File: config.mk
export PLATFORM = sky130hd
export DESIGN_NAME = mul_serial_arbiter
export DESIGN_NICKNAME = d
export VERILOG_FILES = /design/src/rtl/mul_serial_arbiter.sv
export SDC_FILE = /design/constraint.sdc
export NUM_CORES = 1
export LEC_CHECK = 0
export BUFFER_PORTS_ARGS = -buffer_cell sky130_fd_sc_hd__buf_2
export CAP_MARGIN = 5
export CORE_ASPECT_RATIO = 0.9
export CORE_MARGIN = 2
export CORE_UTILIZATION = 46
export CTS_CLUSTER_DIAMETER = 40
export DETAILED_ROUTE_END_ITERATION = 6
export GPL_TIMING_DRIVEN = 0
export PLACE_DENSITY = 0.83
export SYNTH_ARGS = -nofsm -noshare
export SYNTH_HDL_FRONTEND = slang
export SYNTH_SLANG_ARGS = --single-unit
File: constraint.sdc
create_clock -name CLK -period 1.5 [get_ports CLK]
set_input_delay 0.225 -clock CLK [delete_from_list [all_inputs] [get_ports CLK]]
set_output_delay 0.225 -clock CLK [all_outputs]
set_load 0.01 [all_outputs]
File: src/rtl/mul_serial_arbiter.sv
// Round-robin arbiter that shares one bit-serial 4x4 multiplier among four requesters.
// It shifts the winner's operands in LSB first and collects the 8 serial product bits into PROD.
module mul_serial_arbiter #(
    parameter int OUT_LAT = 4
) (
    input  logic        CLK,
    input  logic        RST,
    input  logic [3:0]  REQ,
    input  logic [15:0] OPA,
    input  logic [15:0] OPB,
    output logic [3:0]  GNT,
    output logic [3:0]  DONE,
    output logic [7:0]  PROD,
    output logic        BUSY,
    output logic        M_IE,
    output logic        M_A,
    output logic        M_B,
    input  logic        M_O
);
    typedef enum logic [1:0] {
        IDLE = 2'd0,
        RUN  = 2'd1,
        FIN  = 2'd2
    } state_t;

    localparam logic [3:0] LAT_CNT  = 4'(OUT_LAT);
    localparam logic [3:0] LAST_CNT = 4'(OUT_LAT + 7);

    state_t      state_r;
    state_t      state_nxt_s;
    logic [3:0]  cnt_r;
    logic [1:0]  owner_r;
    logic [1:0]  last_r;
    logic [3:0]  opa_r;
    logic [3:0]  opb_r;
    logic [6:0]  prod_sh_r;
    logic [3:0]  gnt_r;
    logic [3:0]  done_r;
    logic [7:0]  prod_r;
    logic [1:0]  cand_s;
    logic [1:0]  win_s;
    logic        win_vld_s;
    logic        run_end_s;

    // Round-robin pick: walk offsets 4..1 so the nearest candidate after last_r overwrites the rest
    always_comb begin
        win_s     = last_r;
        win_vld_s = 1'b0;
        cand_s    = 2'd0;
        for (int i = 4; i >= 1; i--) begin
            cand_s = last_r + 2'(i);
            if (REQ[cand_s]) begin
                win_s     = cand_s;
                win_vld_s = 1'b1;
            end else begin
                win_vld_s = win_vld_s;
            end
        end
    end

    assign run_end_s = (state_r == RUN) && (cnt_r == LAST_CNT);

    // Next-state decode
    always_comb begin
        state_nxt_s = state_r;
        case (state_r)
            IDLE: begin
                if (win_vld_s) begin
                    state_nxt_s = RUN;
                end else begin
                    state_nxt_s = IDLE;
                end
            end
            RUN: begin
                if (run_end_s) begin
                    state_nxt_s = FIN;
                end else begin
                    state_nxt_s = RUN;
                end
            end
            FIN:     state_nxt_s = IDLE;
            default: state_nxt_s = IDLE;
        endcase
    end

    // State, datapath and registered handshake outputs
    always_ff @(posedge CLK) begin
        if (RST) begin
            state_r   <= IDLE;
            cnt_r     <= 4'd0;
            owner_r   <= 2'd0;
            last_r    <= 2'd3;
            opa_r     <= 4'd0;
            opb_r     <= 4'd0;
            prod_sh_r <= 7'd0;
            gnt_r     <= 4'd0;
            done_r    <= 4'd0;
            prod_r    <= 8'd0;
        end else begin
            state_r <= state_nxt_s;
            gnt_r   <= 4'd0;
            done_r  <= 4'd0;
            case (state_r)
                IDLE: begin
                    if (win_vld_s) begin
                        owner_r <= win_s;
                        cnt_r   <= 4'd0;
                        opa_r   <= OPA[{win_s, 2'b00} +: 4];
                        opb_r   <= OPB[{win_s, 2'b00} +: 4];
                        gnt_r   <= 4'b0001 << win_s;
                    end
                end
                RUN: begin
                    if (run_end_s) begin
                        // Final bit goes straight into PROD so it is valid in the FIN cycle
                        prod_r  <= {M_O, prod_sh_r};
                        done_r  <= 4'b0001 << owner_r;
                        last_r  <= owner_r;
                    end else begin
                        cnt_r <= cnt_r + 4'd1;
                        if (cnt_r >= LAT_CNT) begin
                            prod_sh_r[3'(cnt_r - LAT_CNT)] <= M_O;
                        end
                    end
                end
                FIN:     cnt_r <= 4'd0;
                default: cnt_r <= 4'd0;
            endcase
        end
    end

    // Serial unit drive, decoded from registered state only
    always_comb begin
        M_IE = 1'b0;
        M_A  = 1'b0;
        M_B  = 1'b0;
        if ((state_r == RUN) && (cnt_r < 4'd4)) begin
            M_IE = 1'b1;
            M_A  = opa_r[cnt_r[1:0]];
            M_B  = opb_r[cnt_r[1:0]];
        end else begin
            M_IE = 1'b0;
        end
    end

    assign GNT  = gnt_r;
    assign DONE = done_r;
    assign PROD = prod_r;
    assign BUSY = (state_r != IDLE);

endmodule

Word level (Yosys, flattened, before mapping)
Cells that the tools add are included.

Add/sub/neg operators: 5. Order comparisons: 9. Equal/unequal tests: 4. Shift operators: 4. Muxes and demuxes: 31. Bitwise gates (word level): 4. Reduce and logical (&&, ||, !) cells: 11.

Operator list (count): indexed part select 16 x 5 -> 4 bit (2); < comparator 2 x 3 -> 1 bit (second input constant) (5); two-way mux 1 bit (15); binary-select mux 1 bit (select 2 bit) (6); two-way mux 2 bit (4); two-way mux 4 bit (2); one-hot mux 4 bit (2 select lines) (1); << shifter 1 x 2 -> 4 bit (first input constant) (2); bitwise mux 7 bit (1); AND reduction 2 bit (3); OR reduction 3 bit (2); adder 2 bit (second input constant) (2); adder 4 x 1 -> 4 bit (second input constant) (1); equality test 4 bit (second input constant) (1); greater-or-equal comparator 4 x 3 -> 1 bit (second input constant) (1); < comparator 3 x 4 -> 1 bit (second input constant) (1); < comparator 4 x 3 -> 1 bit (second input constant) (1); inequality test 2 bit (second input constant) (2); NOT 1 bit (4); one-hot mux 2 bit (2 select lines) (1); demux 1 bit (select 3 bit) (1); greater-or-equal comparator 3 x 1 -> 1 bit (second input constant) (1); logical AND 1 bit (3); AND reduction 3 bit (1); 5 further kinds (5).

Bits in registers: 41. Input bits: 39.

Depth between registers and ports, before layout
Word-level depth: 8. Mapped depth: 8. Mapped depth without buffers: 6.

Worst setup path before layout
OpenSTA, ideal clock, no wires.

Path type: flip-flop to flip-flop. Start point: reg last_r[1]. End point: reg opa_r[0]. Arrival time: 1.530 ns. Required time: 1.367 ns. Setup slack: -0.163 ns. Stages on the path, launching flop included: 9. Path buffers: 3. Clock period less this slack: 1.663 ns. Cells stage by stage: dfxtp_1 > buf_4 > mux2i_1 > nor2_1 > nor3_4 > buf_4 > buf_4 > mux2i_1 > o211ai_2.

Cells in the longest elaborated chain, start to end: 7. Elaborated cells on any way between the ends: 20. Classes of those cells: 3 x add/sub; 1 x shift; 15 x mux; 1 x reduce/logical.

RTL lines: start: declaration (RTL line 33) `logic [1:0] last_r;`; start signal: assignment (RTL line 118) `last_r <= owner_r;`; adder 2 bit or binary-select mux 1 bit (select 2 bit) (tied branches) (RTL line 51, 52); binary-select mux 1 bit (select 2 bit) or two-way mux 1 bit (tied branches) (RTL line 52) `if (REQ[cand_s]) begin`; two-way mux 1 bit (not written as such) (RTL line 52); two-way mux 2 bit or two-way mux 1 bit (tied branches) (3 in series) (RTL line 52); indexed part select 16 x 5 -> 4 bit or AND reduction 2 bit (tied branches); end signal: assignment (RTL line 108) `opa_r <= OPA[{win_s, 2'b00} +: 4];`; end: declaration (RTL line 34) `logic [3:0] opa_r;`.

Several ways; a longest one is shown, not always the timed one. The select of a mux whose other input is x is not followed. A chain may end at the register's enable or synchronous reset.

Worst setup path after layout
Start point: reg state_r[1]. End point: reg opa_r[0].

Cells in the longest elaborated chain, start to end: 2.

RTL lines: start: declaration (RTL line 29) `state_t state_r;`; start signal: assignment (RTL line 100) `state_r <= state_nxt_s;`; logical NOT 2 bit (RTL line 103) `case (state_r)`; AND reduction 2 bit (no line).

No other way between the ends.

==> impl_metrics.toml <==
[status]
outcome = "complete, but fails checks"
failed_checks = "negative setup slack"

[route]
drt_wl_total_mm = 6.715
drt.antenna.violating_nets = 0
drt_iter0_drc = 234
via_count = 2094
drc = 0
via_per_inst = 5.659
drt_pre_antenna_iters = 5
avgRoutedWirePerCell_um = 18.15

[global_routing]
remaining_global_route_overflow = 0
initial_antenna_violation_count = 0
maximum_number_of_pins_on_one_net_before_global_route_repair = 14
grt_first_pass_wirelength_mm = 8.928
grt_util_overall_pct = 24.05
number_of_global_route_vias_before_repair = 1912

[sta]
final_setup_violations = 33
setup-tns-final_ps = -4070
relSlewSlack_pct = 53.17
finalCritPeriodShare_pct = 117.3
hold_ws_ps = 215.4
final.setup.worst_slack_ps = -260.0
grt_setup_unrepaired = "yes"
finalMaxSlewViolations = 0
final_hold_viol_count = 0
maxClockFrequency_ghz = 0.5682
worst_pin_slew_ps = 702.5
final_period_minus_worst_setup_slack_ps = 1760
final.setup_skew_ps = 5.013

[floorplanning]
coreArea_sq_um = 4156
num_rows = 22
pin_count = 59
dieArea_sq_um = 4940
die_height_um = 66.88
dieWidth_um = 73.87
start_util_pct = 48.62

[placement]
routabilityCongestion = 0.9044
pre_cts_ws_ps = -289.3
placement.cell_area_sq_um = 2399
dpl.hpwl_mm = 3.217
number_of_placed_instances_taps_included = 338
count_of_port_buffers_added_during_placement = 56

[flow_run]
cap_viol_max_count = 0

[clock_network]
htree_num_levels = 2
clock_tree.buffer_depth = 2
tritoncts_clock_tree = "yes"
cts_hold_repair.buffers = 0
clockRootBuffer = "clkbuf_8"
clk-insertion-delay-late_ps = 310
clkTransAtPathRegs_ps = 80
tritoncts_buffers = 5
cts.sink_count = 41

[logic_synthesis]
yosysWarnings = 0
synth_area_per_cell_sq_um = 9.102
synth.top_cells.by_area = "dfxtp_1 (41%), mux2i_1 (7.9%), nand2_1 (5.9%)"
synth_async_sr_flop_share_pct = 0
synth_cell_types = 39
seq_area_frac_synth_pct = 40.62
synth_flop_cell = "dfxtp_1"
synth_nets = 262
synth_top_area_share_pct = 40.62
most_instantiated_cells_after_synthesis = "dfxtp_1 (41), nand2_1 (32), nor2_1 (23), mux2i_1 (16), nand3_1 (14)"
yosysTopAreaCell = "dfxtp_1"
yosys.cell_count.top_type = "dfxtp_1"
count_of_flip_flops_with_a_built_in_enable_after_synthesis = 0
synthesis.area_sq_um = 2021
synth_seq_cells = 41
synthesis.instances = 222

[worst_hold_path]
min_delay_path_depth = 3
worstHoldPathType = "in -> reg"
hold_end = "opb_r[3]"
worst_hold_startpoint = "OPB[3]"

[power]
power_density_nw_per_um2 = 765.5
power.total_mw = 2.353
vdd_drop_max_mv = 0.4086
cellLeakagePower_nw = 1.344

[critical_path]
cp_top_family = "simple AND/OR/NAND/NOR gates"
endpoint_kind = "register"
critical_path.max_fanout = 5
crit-reg2reg-launch = "state_r[1]"
worst-setup-path-type = "reg -> reg"
reg2reg_depth = 6
regToRegEndpoint = "opa_r[0]"
worst_ep_required_time_ps = 1730
r2r_slack_ps = -260
worstPathArrival_ps = 1990
critPathSlowestCell = "nor3_4"
critical_path.startpoint_type = "register"
max_stage_delay_ps = 350
critical_path.n_buffers_inverters = 1
crit_chain = "or2_1 > nor3_4 > buf_4 > nand3_2 > mux2_4 > o211ai_2"

[final_layout]
utilization_pct = 73.96
final-instance-count-excl-fill = 370
synthToLayoutAreaGrowth_pct = 52.14
drive_above_1_share_pct = 52.90
stdcell_area_sq_um = 3074
fin_nets = 349
num-fill-cells = 248
antenna-diode-count = 0
-- where the power goes --
group	total [mW]	switching, mW	internal (mW)
Sequential	1.15	0.0318	1.12
Clock	0.733	0.411	0.321
Combinational	0.466	0.232	0.234
Total	2.35	0.675	1.68
-- what timing repair did --
item                                   4_1_cts  5_1_grt
endpoints found under the hold margin        0        0
resized for setup                           52       42
setup endpoints to repair                   34       35
setup buffers                               18        7
cloned                                       1        2
pin swaps                                   13       13
-- worst max path at each step --
stage	start	to	slack [ps]	depth (start not counted)
floorplan	last_r[1]	opa_r[0]	-70	8
global placement	last_r[1]	opb_r[0]	-250	8
detailed placement	last_r[1]	opb_r[0]	-290	8
CTS	cnt_r[0]	M_B	-260	4
global route	state_r[0]	opb_r[0]	-310	6
finish	state_r[1]	opa_r[0]	-260	6
-- flip-flops by register name, summed over array words and instances (netlist names) --
name	cells
state_r	2
opa_r	4
owner_r	2
DONE	4
PROD	8
cnt_r	4
prod_sh_r	7
last_r	2
GNT	4
opb_r	4
-- layer usage --
| layer | GRT usage, % | wire length (um) | share of wire [%] |
|---|---|---|---|
| met1 | 28.88 | 2721 | 41 |
| met2 | 41.07 | 3432 | 51 |
| met3 | 5.446 | 419 | 6.2 |
| met4 | 10.00 | 142 | 2.1 |
| met5 | 0 | 0 | 0 |
-- cell type report --
class	count	area [sq um]	share of cell area, %
multi-input combinational	164	1379	44.85
buffer	13	122.6	3.989
sequential	41	830.8	27.02
clock buffer	5	68.82	2.239
inverter	1	3.754	0.1221
timing repair buffer	83	576.8	18.76
clock inverter	3	17.52	0.5698
tap	60	75.07	2.442
-- layout by cell type (no fill, tap or decap), drive strengths merged, types with 6 or more instances in the layout --
| cell type | instances |
|---|---|
| buf | 90 |
| mux2 | 8 |
| o211ai | 6 |
| nand2 | 32 |
| nand3 | 14 |
| nor2 | 24 |
| clkbuf | 11 |
| mux2i | 16 |
| dfxtp | 41 |
| nand3b | 8 |
| a21oi | 12 |
-- cell families after synthesis --
logic type / synth area share [%]
xor+xnor: 0.8670
compound gates: 9.908
flops: 40.62
simple gates: 28.48
fa+ha+maj: 0.6191
mux: 14.61
buf+inv: 4.891
-- worst reg2reg max path: cells and delay by family (launching register included) --
family,cells,cell delay (ps)
flip-flops,1,340
AND/OR/NAND/NOR,3,770
AO/OA/AOI/OAI,1,70
buffers and inverters,1,230
multiplexers,1,280
Power figures use the tool's default switching activity.
